[src/rtl/checked_adder_sched_pkg.sv]
// Shared types and constants for the checked adder scheduler.
package checked_adder_sched_pkg;

  typedef enum logic [1:0] {
    IDLE  = 2'd0,
    EXEC  = 2'd1,
    CHECK = 2'd2,
    RESP  = 2'd3
  } state_e;

  localparam int NREQ      = 2;
  localparam int ERR_CNT_W = 16;

  function automatic logic [ERR_CNT_W-1:0] sat_inc(input logic [ERR_CNT_W-1:0] v);
    return (&v) ? v : v + {{(ERR_CNT_W-1){1'b0}}, 1'b1};
  endfunction

endpackage

[src/rtl/checked_adder_sched_adder.sv]
// Duplicated carry-select adder: rail A adds a+b, rail B adds ~a+~b+1 = ~(a+b).
// Parity of the rail-A sum is predicted using rail B's carry chain.
module duplicated_carry_select_adder_parameter #(
  parameter int WIDTH = 64,
  parameter int BLK   = 8
) (
  input  logic [WIDTH-1:0] a_i,
  input  logic [WIDTH-1:0] b_i,
  input  logic             pa_i,
  input  logic             pb_i,
  output logic [WIDTH-1:0] s_o,
  output logic [WIDTH-1:0] s_invert_o,
  output logic             papb_o,
  output logic             pab_o
);

  localparam logic ODD_W = ((WIDTH % 2) == 1) ? 1'b1 : 1'b0;

  // Returns either the sum or the per-bit carry-in vector of a block carry-select add.
  function automatic logic [WIDTH-1:0] cs_add(input logic [WIDTH-1:0] a,
                                               input logic [WIDTH-1:0] b,
                                               input logic             cin,
                                               input logic             want_carry);
    logic [WIDTH-1:0] sum;
    logic [WIDTH-1:0] cvec;
    logic c_blk, c0, c1, p;
    sum   = {WIDTH{1'b0}};
    cvec  = {WIDTH{1'b0}};
    c_blk = cin;
    c0    = 1'b0;
    c1    = 1'b1;
    for (int i = 0; i < WIDTH; i++) begin
      if (((i % BLK) == 0) && (i != 0)) begin
        c_blk = c_blk ? c1 : c0;
        c0    = 1'b0;
        c1    = 1'b1;
      end
      p       = a[i] ^ b[i];
      sum[i]  = c_blk ? (p ^ c1) : (p ^ c0);
      cvec[i] = c_blk ? c1 : c0;
      c0      = (a[i] & b[i]) | (c0 & p);
      c1      = (a[i] & b[i]) | (c1 & p);
    end
    return want_carry ? cvec : sum;
  endfunction

  logic [WIDTH-1:0] sum_a_s;
  logic [WIDTH-1:0] sum_b_s;
  logic [WIDTH-1:0] carry_b_s;

  assign sum_a_s   = cs_add(a_i, b_i, 1'b0, 1'b0);
  assign sum_b_s   = cs_add(~a_i, ~b_i, 1'b1, 1'b0);
  assign carry_b_s = cs_add(~a_i, ~b_i, 1'b1, 1'b1);

  // Rail B carries are the complement of rail A carries, hence the width-parity fixup.
  assign s_o        = sum_a_s;
  assign s_invert_o = sum_b_s;
  assign papb_o     = pa_i ^ pb_i;
  assign pab_o      = (^sum_a_s) ^ (^carry_b_s) ^ ODD_W;

endmodule

[src/rtl/checked_adder_sched.sv]
// Round-robin scheduler in front of the self-checking adder, with retry on
// detected errors and a sticky fault flag once retries run out.
module checked_adder_sched
  import checked_adder_sched_pkg::*;
#(
  parameter int WIDTH     = 64,
  parameter int MAX_RETRY = 1
) (
  input  logic                 clk,
  input  logic                 rst,
  input  logic [NREQ-1:0]      req_valid,
  output logic [NREQ-1:0]      req_ready,
  input  logic [WIDTH-1:0]     req_a0,
  input  logic [WIDTH-1:0]     req_b0,
  input  logic [WIDTH-1:0]     req_a1,
  input  logic [WIDTH-1:0]     req_b1,
  output logic                 rsp_valid,
  input  logic                 rsp_ready,
  output logic [WIDTH-1:0]     rsp_sum,
  output logic                 rsp_id,
  output logic                 rsp_err,
  output logic                 fault_o,
  input  logic                 fault_clr,
  input  logic                 err_inj,
  output logic [ERR_CNT_W-1:0] err_cnt
);

  localparam logic [2:0] MAX_RETRY_C = 3'(MAX_RETRY);

  state_e               state_q, state_d;
  logic                 last_q, last_d;
  logic [WIDTH-1:0]     op_a_q, op_a_d, op_b_q, op_b_d;
  logic                 pa_q, pa_d, pb_q, pb_d;
  logic                 id_q, id_d;
  logic [2:0]           retry_q, retry_d;
  logic [WIDTH-1:0]     s_q, s_d, si_q, si_d;
  logic                 papb_q, papb_d, pab_q, pab_d;
  logic                 rsp_err_q, rsp_err_d;
  logic                 fault_q, fault_d;
  logic [ERR_CNT_W-1:0] err_cnt_q, err_cnt_d;

  logic                 grant_s, hs_s, err_s, fault_set_s;
  logic [WIDTH-1:0]     add_s, add_si;
  logic                 add_papb, add_pab;

  duplicated_carry_select_adder_parameter #(.WIDTH(WIDTH)) u_adder (
    .a_i        (op_a_q),
    .b_i        (op_b_q),
    .pa_i       (pa_q),
    .pb_i       (pb_q),
    .s_o        (add_s),
    .s_invert_o (add_si),
    .papb_o     (add_papb),
    .pab_o      (add_pab)
  );

  // Arbitration: alternate on contention, otherwise serve whoever is valid.
  always_comb begin
    grant_s   = (req_valid == 2'b11) ? ~last_q : req_valid[1];
    req_ready = ((state_q == IDLE) && req_valid[grant_s]) ? (grant_s ? 2'b10 : 2'b01) : 2'b00;
    hs_s      = |req_ready;
    err_s     = (s_q != ~si_q) | (papb_q != pab_q);
  end

  // Next-state and datapath capture.
  always_comb begin
    state_d     = state_q;
    last_d      = last_q;
    op_a_d      = op_a_q;
    op_b_d      = op_b_q;
    pa_d        = pa_q;
    pb_d        = pb_q;
    id_d        = id_q;
    retry_d     = retry_q;
    s_d         = s_q;
    si_d        = si_q;
    papb_d      = papb_q;
    pab_d       = pab_q;
    rsp_err_d   = rsp_err_q;
    err_cnt_d   = err_cnt_q;
    fault_set_s = 1'b0;
    case (state_q)
      IDLE: begin
        if (hs_s) begin
          op_a_d  = grant_s ? req_a1 : req_a0;
          op_b_d  = grant_s ? req_b1 : req_b0;
          pa_d    = grant_s ? ^req_a1 : ^req_a0;
          pb_d    = grant_s ? ^req_b1 : ^req_b0;
          id_d    = grant_s;
          retry_d = 3'd0;
          state_d = EXEC;
        end else begin
          state_d = IDLE;
        end
      end
      EXEC: begin
        s_d     = add_s;
        si_d    = {add_si[WIDTH-1:1], add_si[0] ^ err_inj};
        papb_d  = add_papb;
        pab_d   = add_pab;
        state_d = CHECK;
      end
      CHECK: begin
        if (!err_s) begin
          rsp_err_d = 1'b0;
          state_d   = RESP;
        end else if (retry_q < MAX_RETRY_C) begin
          retry_d   = retry_q + 3'd1;
          err_cnt_d = sat_inc(err_cnt_q);
          state_d   = EXEC;
        end else begin
          err_cnt_d   = sat_inc(err_cnt_q);
          fault_set_s = 1'b1;
          rsp_err_d   = 1'b1;
          state_d     = RESP;
        end
      end
      RESP: begin
        if (rsp_ready) begin
          last_d  = id_q;
          state_d = IDLE;
        end else begin
          state_d = RESP;
        end
      end
      default: state_d = IDLE;
    endcase
    // A new fault outranks a simultaneous clear.
    fault_d = fault_set_s ? 1'b1 : (fault_clr ? 1'b0 : fault_q);
  end

  // State and datapath registers with synchronous reset.
  always_ff @(posedge clk) begin
    if (rst) begin
      state_q   <= IDLE;
      last_q    <= 1'b1;
      op_a_q    <= {WIDTH{1'b0}};
      op_b_q    <= {WIDTH{1'b0}};
      pa_q      <= 1'b0;
      pb_q      <= 1'b0;
      id_q      <= 1'b0;
      retry_q   <= 3'd0;
      s_q       <= {WIDTH{1'b0}};
      si_q      <= {WIDTH{1'b1}};
      papb_q    <= 1'b0;
      pab_q     <= 1'b0;
      rsp_err_q <= 1'b0;
      fault_q   <= 1'b0;
      err_cnt_q <= {ERR_CNT_W{1'b0}};
    end else begin
      state_q   <= state_d;
      last_q    <= last_d;
      op_a_q    <= op_a_d;
      op_b_q    <= op_b_d;
      pa_q      <= pa_d;
      pb_q      <= pb_d;
      id_q      <= id_d;
      retry_q   <= retry_d;
      s_q       <= s_d;
      si_q      <= si_d;
      papb_q    <= papb_d;
      pab_q     <= pab_d;
      rsp_err_q <= rsp_err_d;
      fault_q   <= fault_d;
      err_cnt_q <= err_cnt_d;
    end
  end

  assign rsp_valid = (state_q == RESP);
  assign rsp_sum   = s_q;
  assign rsp_id    = id_q;
  assign rsp_err   = rsp_err_q;
  assign fault_o   = fault_q;
  assign err_cnt   = err_cnt_q;

endmodule

[config.mk]
export PLATFORM = sky130hd
export DESIGN_NAME = checked_adder_sched
export DESIGN_NICKNAME = d
export VERILOG_FILES = /design/src/rtl/checked_adder_sched_pkg.sv /design/src/rtl/checked_adder_sched_adder.sv /design/src/rtl/checked_adder_sched.sv
export SDC_FILE = /design/constraint.sdc
export NUM_CORES = 1
export LEC_CHECK = 0
export BUFFER_PORTS_ARGS = -buffer_cell sky130_fd_sc_hd__buf_2
export CAP_MARGIN = 15
export CORE_UTILIZATION = 40
export CTS_CLUSTER_SIZE = 14
export DETAILED_ROUTE_END_ITERATION = 10
export HOLD_SLACK_MARGIN = 0.08
export PLACE_DENSITY = 0.58
export REMOVE_ABC_BUFFERS = 1
export SLEW_MARGIN = 20
export SYNTH_ARGS = -nofsm -noshare
export SYNTH_HDL_FRONTEND = slang
export SYNTH_HIERARCHICAL = 1
export SYNTH_SLANG_ARGS = --single-unit
[constraint.sdc]
create_clock -name clk -period 36.8 [get_ports clk]
set_input_delay 9.2 -clock clk [delete_from_list [all_inputs] [get_ports clk]]
set_output_delay 9.2 -clock clk [all_outputs]
set_load 0.005 [all_outputs]
* Word level (Yosys, flattened, before mapping)
Cells that the tools add are included.
** Storage, ports and cells
- Register bits after elaboration :: 285
- Bits of input ports :: 263
- Output and inout port bits :: 86
** Operators by class
- Eq/ne operators :: 10
- Reductions and logical operators :: 17
- $add $sub $neg :: 2
- Multiplexer cells :: 205
- Order comparisons :: 2
- Bitwise operators :: 915
** Operators with widths (number)
- $reduce_xor A64 Y1 :: 6
- $xor A1 B1 Y1 :: 341
- $and A1 B1 Y1 :: 332
- $or A1 B1 Y1 :: 222
- $mux W1 :: 193
- $not A64 Y64 :: 3
- $mux W64 :: 2
- $ne A64 B64 Y1 :: 1
- $not A1 Y1 :: 17
- $add A16 B1 Y16 const B :: 1
- $reduce_and A16 Y1 :: 1
- $mux W2 :: 5
- $mux W3 :: 3
- $ne A2 B2 Y1 const B :: 4
- $pmux W2 S4 :: 1
- $eq A2 B2 Y1 const B :: 3
- $pmux W3 S2 :: 1
- $reduce_and A2 Y1 :: 3
- $reduce_and A4 Y1 :: 1
- $reduce_bool A2 Y1 :: 2
- $add A3 B1 Y3 const B :: 1
- $lt A3 B1 Y1 const B :: 1
- $reduce_and A3 Y1 :: 1
- $eq A2 B1 Y1 const B :: 1
- 5 further kinds :: 5

* Longest topological paths before layout
Gate-level depths: netlist of run 1.
- Depth in word-level cells :: 26
- Gate-level depth with buffers :: 100
- Depth with buffers taken out :: 100

* Cells and area by module
Netlist of run 1, hierarchy kept.
** By module, submodules not included
- checked_adder_sched :: area each 13421.6 µm², instances 1, seq. area each 5705.5 µm², cells each 1556
- duplicated_carry_select_adder_parameter :: area each 4634.4 µm², instances 1, seq. area each 0.0 µm², cells each 476

* Worst setup path after synthesis of run 1
Ideal clock, no wire load.
- Path kind :: register -> register
- Start :: reg op_a_q[0]
- End :: reg pab_q
- Arrival :: 26.093 ns
- Slack :: 10.575 ns
- Data required time :: 36.668 ns
- Stages on the path, launching flop included :: 75
- Cells stage by stage :: dfxtp_1 > ha_1 > inv_1 > fa_1 > fa_1 > fa_1 > fa_1 > fa_1 > fa_1 > fa_1 > mux2i_1 > fa_1 > fa_1 > fa_1 > fa_1 > fa_1 > fa_1 > fa_1 > [... 39 more ...] > fa_1 > fa_1 > fa_1 > mux2i_1 > fa_1 > fa_1 > fa_1 > fa_1 > fa_1 > fa_1 > xor2_1 > xnor2_1 > xnor2_1 > xnor2_1 > xnor2_1 > xnor3_1 > nand2_1 > a21oi_1
** Between the ends
- Word-level cells in the longest chain between the ends :: 26
- Elaborated cells on any way between the ends :: 168
- Those cells by class :: 124 x mux; 42 x bitwise; 2 x reduce/logical
** Ends and longest elaborated chain
- from (decl) :: RTL line checked_adder_sched.sv:32 : logic [WIDTH-1:0] op_a_q, op_a_d, op_b_q, op_b_d;
- from (signal assigned) :: RTL line checked_adder_sched.sv:137 : op_a_q <= {WIDTH{1'b0}};
- from (signal assigned) :: RTL line checked_adder_sched.sv:153 : op_a_q <= op_a_d;
- $not A64 Y64
- $and A1 B1 Y1 / $xor A1 B1 Y1 (equally long branches)
- $or A1 B1 Y1
- $and A1 B1 Y1
- $or A1 B1 Y1
- $and A1 B1 Y1
- $or A1 B1 Y1
- $and A1 B1 Y1
- [... 7 more ...]
- $and A1 B1 Y1
- $or A1 B1 Y1
- $mux W1 :: RTL line checked_adder_sched_adder.sv:34 : c_blk = c_blk ? c1 : c0;
- $mux W1 (5 in a row)
- $mux W1 :: RTL line checked_adder_sched_adder.sv:40 : cvec[i] = c_blk ? c1 : c0;
- $reduce_xor A64 Y1 :: RTL line checked_adder_sched_adder.sv:59 : assign pab_o = (^sum_a_s) ^ (^carry_b_s) ^ ODD_W;
- $xor A1 B1 Y1 * :: RTL line checked_adder_sched_adder.sv:59
- net add_pab :: RTL line checked_adder_sched.sv:44 : logic add_papb, add_pab;
- to (signal assigned) :: RTL line checked_adder_sched.sv:162 : pab_q <= pab_d;
- to (decl) :: RTL line checked_adder_sched.sv:37 : logic papb_q, papb_d, pab_q, pab_d;
Mark *: on every way through the listed nets, which the timed path passes. The rest lies on a longest branch.
A chain may end at the register's enable or synchronous reset.

* Final worst setup path of run 1
- Start :: reg op_b_q[0]
- End :: reg pab_q
** Between the ends
- Word-level cells in the longest chain between the ends :: 26
- Elaborated cells on any way between the ends :: 168
- Those cells by class :: 124 x mux; 42 x bitwise; 2 x reduce/logical
** Ends and longest elaborated chain
- from (decl) :: RTL line checked_adder_sched.sv:32
- from (signal assigned) :: RTL line checked_adder_sched.sv:138 : op_b_q <= {WIDTH{1'b0}};
- from (signal assigned) :: RTL line checked_adder_sched.sv:154 : op_b_q <= op_b_d;
- $not A64 Y64
- $and A1 B1 Y1 / $xor A1 B1 Y1 (equally long branches)
- $or A1 B1 Y1
- $and A1 B1 Y1
- $or A1 B1 Y1
- $and A1 B1 Y1
- $or A1 B1 Y1
- $and A1 B1 Y1
- [... 7 more ...]
- $and A1 B1 Y1
- $or A1 B1 Y1
- $mux W1 :: RTL line checked_adder_sched_adder.sv:34
- $mux W1 (5 in a row)
- $mux W1 :: RTL line checked_adder_sched_adder.sv:40
- $reduce_xor A64 Y1 :: RTL line checked_adder_sched_adder.sv:59
- $xor A1 B1 Y1 * :: RTL line checked_adder_sched_adder.sv:59
- net add_pab :: RTL line checked_adder_sched.sv:44
Marks and branches as above.

==> impl_metrics.env, run 1 <==
export IMPL_ys_types=46
export IMPL_gp_congestion=0.924
export IMPL_r2r_start="op_b_q[0]"
export IMPL_drt_initial_drc_count=1272
export IMPL_final_hold_viol_count=0
export IMPL_powerDensity_nw_per_um2=59.5
export IMPL_gr_total_overflow=0
export IMPL_slew_headroom_pct=26.0
export IMPL_cts_root_buffer="clkbuf_16"
export IMPL_drc=0
export IMPL_critPathRequiredTime_ns=37.19
export IMPL_netlist_area_leader_share_pct=31.6
export IMPL_io_pins=349
export IMPL_grt_max_degree=172
export IMPL_worst_slew_pin_slew_ns=1.11
export IMPL_tritoncts="built"
export IMPL_fin_nets=2725
export IMPL_timing_fmax_mhz=34.7
export IMPL_synth_main_ff_cell="dfxtp_1"
export IMPL_dieHeight_microns=214
export IMPL_period_minus_slack_ns=28.84
export IMPL_critPathTopFamily="adder cells"
export IMPL_dieArea_sq_um=46000
export IMPL_finalSetupTns_ns=0
export IMPL_synth_async_reset_ratio_pct=0
export IMPL_layout_setup_ws_ns=7.96
export IMPL_antenna_found_initial=0
export IMPL_clk_pin_slew_ns=0.05
export IMPL_h_tree_depth=2
export IMPL_regArea_sq_um=5710
export IMPL_r2r_slack_ns=7.96
export IMPL_grt_pass1_vias=15100
export IMPL_r2r_end="pab_q"
export IMPL_min_path_type="reg2reg"
export IMPL_grt_pass1_wl_microns=93700
export IMPL_final_setup_viol_count=0
export IMPL_crit_end="pab_q"
export IMPL_drv_slew=0
export IMPL_cp_depth=74
export IMPL_synthesis_area_sq_um=18100
export IMPL_antenna_cells=0
export IMPL_drtPass1Iterations=9
export IMPL_wl_microns=63000
export IMPL_areaGrowthSynthToFinish_pct=19.1
export IMPL_avgSynthCellArea_sq_um=8.89
export IMPL_fp_dieW_microns=214
export IMPL_ctsResizeCount=0
export IMPL_final_area_sq_um=21500
export IMPL_fin_util_pct=48.4
export IMPL_whs_ns=0.452
export IMPL_final_cell_mix="nand2_1, buf_2, xnor2_1, dfxtp_1, inv_1"
export IMPL_avgRoutedWirePerCell_microns=21.4
export IMPL_place_area_sq_um=20300
export IMPL_p_leak_nw=9.05
export IMPL_cp_common_cell="fa_1"
export IMPL_vias_per_cell=5.17
export IMPL_ant_nets=0
export IMPL_critPathSlowestCell="fa_1"
export IMPL_vias=15200
export IMPL_met3_usage_pct=4.14
export IMPL_path_class="reg2reg"
export IMPL_track_usage_pct=27.1
export IMPL_fin_crit_sh_pct=78.4
export IMPL_crit_arrival_ns=29.23
export IMPL_fillers=4302
export IMPL_cts_buffers=35
export IMPL_cts_sinks=285
export IMPL_start_kind="register"
export IMPL_ir_drop_v=0.0000631
export IMPL_core_area_sq_um=44400
export IMPL_yosys_warnings=6
export IMPL_clock_latency_ns=0.55
export IMPL_final_common_cell="nand2_1"
export IMPL_rows=77
export IMPL_synthCells=2032
export IMPL_dp_hpwl_microns=49800
export IMPL_crit_fanout=4
export IMPL_ys_seq_area_share_pct=31.6
export IMPL_top_usage_layer="met2"
export IMPL_reg2reg_depth=74
export IMPL_layout_drive_gt1_share_pct=18.6
export IMPL_crit_path_start="op_b_q[0]"
export IMPL_multi_input_comb_area_sq_um=11300
export IMPL_end_kind="register"
export IMPL_synth_area_top_cells="dfxtp_1, xnor2_1, fa_1"
export IMPL_grt_setup_unrepaired="no"
export IMPL_use_met2_pct=45.0
export IMPL_ctsLongestPathBuffers=3
export IMPL_synth_edff_count=0
export IMPL_synth_largest_area_cell="dfxtp_1"
export IMPL_pre_cts_slack_ns=8.07
export IMPL_io_buffers=348
export IMPL_postCtsSetupBuffers=0
export IMPL_cts_hold_buf=0
export IMPL_drv_cap=0
export IMPL_skew_ns=0.0216
export IMPL_max_stage_delay_ns=0.53
export IMPL_outcome="finished, final reports clean"
export IMPL_initial_core_util_pct=40.7
export IMPL_met1_usage_pct=36.6
export IMPL_path_buf_inv=1
export IMPL_ys_ff_latch=285
registers in the layout (all words and copies together) (netlist names):
register  count
err_cnt      16
fault_o       1
last_q        1
op_a_q       64
op_b_q       64
pa_q          1
pab_q         1
papb_q        1
pb_q          1
retry_q       3
rsp_err       1
rsp_id        1
rsp_sum      64
si_q         64
state_q       2
layer usage:
layer / up-vias / wire length, microns
met1: 7435 / 27700
met2: 539 / 29600
met3: 78 / 4060
li1: 7171 / -
met5: - / 0
met4: 0 / 1550
through the flow:
step,instances,power [W]
2_1_floorplan,1931,0.000756
3_3_place_gp,2884,0.000918
3_5_place_dp,2884,0.000921
4_1_cts,2943,0.00128
5_1_grt,2943,0.00134
6_report,2943,0.00128
worst reg2reg max path: cells and delay by family, from the launching register on:
family,cells,cell delay (ns)
flip-flops,1,0.34
adder cells (fa/ha/maj),56,25.88
AO/OA/AOI/OAI,3,0.19
AND/OR/NAND/NOR,3,0.30
multiplexers,5,0.86
buffers and inverters,1,0.08
XOR/XNOR,6,1.07
cell families after synthesis:
group                    count (synthesis)  share of synthesized area [%]
flip-flops                             285                           31.6
AND/OR/NAND/NOR                        601                           14.7
multiplexers                            23                           1.32
adder cells (fa/ha/maj)                133                           13.7
XOR/XNOR                               450                           22.6
AO/OA/AOI/OAI                          245                           9.79
buffers and inverters                  295                           6.22
Yosys cell counts, types with 4 or more instances:
cell type	count
a22oi_1	64
mux2_1	4
buf_1	10
xnor3_1	8
nand4_1	17
fa_1	109
nand2b_1	4
nor4_1	8
dfxtp_1	285
ha_1	24
mux2i_1	17
nand3_1	9
o21ai_0	26
and3_1	5
clkbuf_1	88
inv_1	194
nor2_1	92
nand2_1	378
a21oi_1	74
nor3_1	5
a222oi_1	67
nor2b_1	9
xnor2_1	336
nand3b_1	64
xor2_1	104
report_power, final:
part	switching [W]	internal, W
sequential	0.0000289	0.000340
clock	0.000140	0.000218
combinational	0.000274	0.000278
total	0.000443	0.000836
final cells by class:
class                   instances  area share (%)
well taps                     592            3.45
multi-input cells            1452            52.5
repair buffers                361            8.64
clock inverters                12           0.687
flip-flops and latches        285            26.5
clock buffers                  47            4.81
inverters                     194            3.39
how the worst min path moves through the flow:
stage | from | to | slack (ns) | cells after the start
global placement | op_a_q[53] | op_a_q[53] | 0.44 | 2
floorplan | op_a_q[13] | op_a_q[13] | 0.43 | 2
global route | op_b_q[19] | op_b_q[19] | 0.48 | 2
detailed placement | op_a_q[45] | op_a_q[45] | 0.44 | 2
CTS | op_a_q[45] | op_a_q[45] | 0.46 | 2
finish | op_a_q[45] | op_a_q[45] | 0.45 | 2
Note: power is estimated with default switching activity, not from simulation.
==> run 2, diff against run 1 <==
clock period = 27.1 ns   (was 36.8 ns; I/O delays follow)
==> run 2 against run 1 <==
  * Clock power increased by 35%
  * Core utilization grew 0.62 points
  * Die area unchanged
  * Hold slack improved by 0.0056 ns
  * Sequential share of layout area decreased by 0.34 points
  * Cell count is 1.2% higher
  * Critical path type unchanged
  * Critical endpoint unchanged
  * Largest cell class unchanged
==> impl_metrics.env, run 2 (synthesis gave the netlist of run 1 again) <==
export IMPL_hold_start="pb_q"
export IMPL_finalSetupTns_ns=0
export IMPL_vias_per_cell=5.13
export IMPL_crit_arrival_ns=26.60
export IMPL_ir_drop_v=0.0000825
export IMPL_antenna_cells=0
export IMPL_grt_setup_unrepaired="no"
export IMPL_final_setup_viol_count=0
export IMPL_critPathTopFamily="adder cells"
export IMPL_min_path_type="reg2reg"
export IMPL_vias=15300
export IMPL_start_kind="register"
export IMPL_io_pins=349
export IMPL_dp_hpwl_microns=49200
export IMPL_io_buffers=348
export IMPL_core_area_sq_um=44400
export IMPL_max_stage_delay_ns=0.45
export IMPL_track_usage_pct=27.2
export IMPL_drtPass1Iterations=8
export IMPL_rows=77
export IMPL_drv_cap=0
export IMPL_initial_core_util_pct=40.7
export IMPL_slew_headroom_pct=25.4
export IMPL_cts_sinks=285
export IMPL_skew_ns=0.0179
export IMPL_drc=0
export IMPL_gr_total_overflow=0
export IMPL_dieArea_sq_um=46000
export IMPL_fin_crit_sh_pct=96.7
export IMPL_fin_nets=2761
export IMPL_antenna_found_initial=0
export IMPL_areaGrowthSynthToFinish_pct=20.6
export IMPL_gp_congestion=0.923
export IMPL_ant_nets=0
export IMPL_crit_fanout=3
export IMPL_r2r_start="op_b_q[0]"
export IMPL_final_cell_mix="nand2_1, buf_2, xnor2_1, dfxtp_1, inv_1"
export IMPL_final_hold_viol_count=0
export IMPL_postCtsSetupBuffers=0
export IMPL_fp_dieW_microns=214
export IMPL_ctsLongestPathBuffers=3
export IMPL_tritoncts="built"
export IMPL_avgRoutedWirePerCell_microns=21.1
export IMPL_drv_slew=0
export IMPL_crit_path_start="op_b_q[0]"
export IMPL_final_common_cell="nand2_1"
export IMPL_grt_max_degree=180
export IMPL_critPathSlowestCell="fa_1"
export IMPL_timing_fmax_mhz=38.2
export IMPL_end_kind="register"
export IMPL_outcome="finished, final reports clean"
export IMPL_h_tree_depth=2
export IMPL_wl_microns=63000
export IMPL_path_class="reg2reg"
export IMPL_path_buf_inv=1
export IMPL_clk_pin_slew_ns=0.06
export IMPL_critPathRequiredTime_ns=27.49
export IMPL_fillers=4416
export IMPL_period_minus_slack_ns=26.21
export IMPL_dieHeight_microns=214
export IMPL_cp_common_cell="fa_1"
export IMPL_cts_buffers=37
export IMPL_drt_initial_drc_count=1435
export IMPL_powerDensity_nw_per_um2=79.1
export IMPL_grt_pass1_vias=15500
export IMPL_cts_hold_buf=0
export IMPL_power_w=0.00172
export IMPL_worst_slew_pin_slew_ns=1.11
export IMPL_cts_root_buffer="clkbuf_16"
export IMPL_layout_drive_gt1_share_pct=20.1
export IMPL_clock_latency_ns=0.55
export IMPL_grt_pass1_wl_microns=94100
export IMPL_p_leak_nw=9.19
-- run 2: report_power, final --
part / switching [W] / internal (W) / total [W] / leakage [nW]
combinational: 0.000358 / 0.000379 / 0.000737 / 6.28
sequential: 0.0000387 / 0.000462 / 0.000500 / 2.34
clock: 0.000190 / 0.000295 / 0.000485 / 0.569
total: 0.000586 / 0.00114 / 0.00172 / 9.19
-- run 2: routing by layer --
metal / track usage (%) / part of all wire [%]
met1: 36.1 / 44
met5: 0 / 0
met3: 5.69 / 7.0
met2: 43.8 / 46
met4: 9.31 / 3.3
-- run 2: cell type report --
class | instances | area [sq um] | share of cell area [%]
Multi-Input combinational cell | 1452 | 11300 | 52.0
Clock inverter | 8 | 118 | 0.540
Tap cell | 592 | 741 | 3.40
Sequential cell | 285 | 5710 | 26.2
Timing Repair Buffer | 395 | 2110 | 9.71
Inverter | 194 | 728 | 3.34
Clock buffer | 53 | 1050 | 4.80
-- run 2: tightest hold or removal path: cells and delay by family, from the launching register on --
| kind | cells | cell delay, ns |
|---|---|---|
| flip-flops | 1 | 0.31 |
| AND/OR/NAND/NOR | 2 | 0.09 |
-- run 2: path summary, 6_finish.rpt --
check,endpoint,slack [ns],depth (start not counted)
setup reg to reg,pab_q,0.89,74
setup / recovery,pab_q,0.89,74
hold reg to reg,pb_q,0.46,2
hold / removal,pb_q,0.46,2
-- run 2: stage by stage --
| stage | worst slack [ns] | cells | utilization (%) | hold slack (ns) | instance area (sq um) |
|---|---|---|---|---|---|
| after floorplan | 0.826 | 1931 | - | 0.425 | 17700 |
| after global placement | 0.569 | 2918 | 46.3 | 0.438 | 20600 |
| after detailed placement | 0.0700 | 2918 | 46.3 | 0.445 | 20600 |
| after CTS | 0.0574 | 2979 | 48.9 | 0.458 | 21700 |
| after global routing | 0.0740 | 2979 | 49.0 | 0.477 | 21800 |
| final | 0.891 | 2979 | 49.0 | 0.457 | 21800 |
-- run 2: what timing repair did --
| item | in CTS | in global routing |
|---|---|---|
| resized for setup | 1 | 12 |
| gates cloned | 0 | 0 |
| endpoints found under the setup margin | 1 | 1 |
| pin swaps | 0 | 1 |
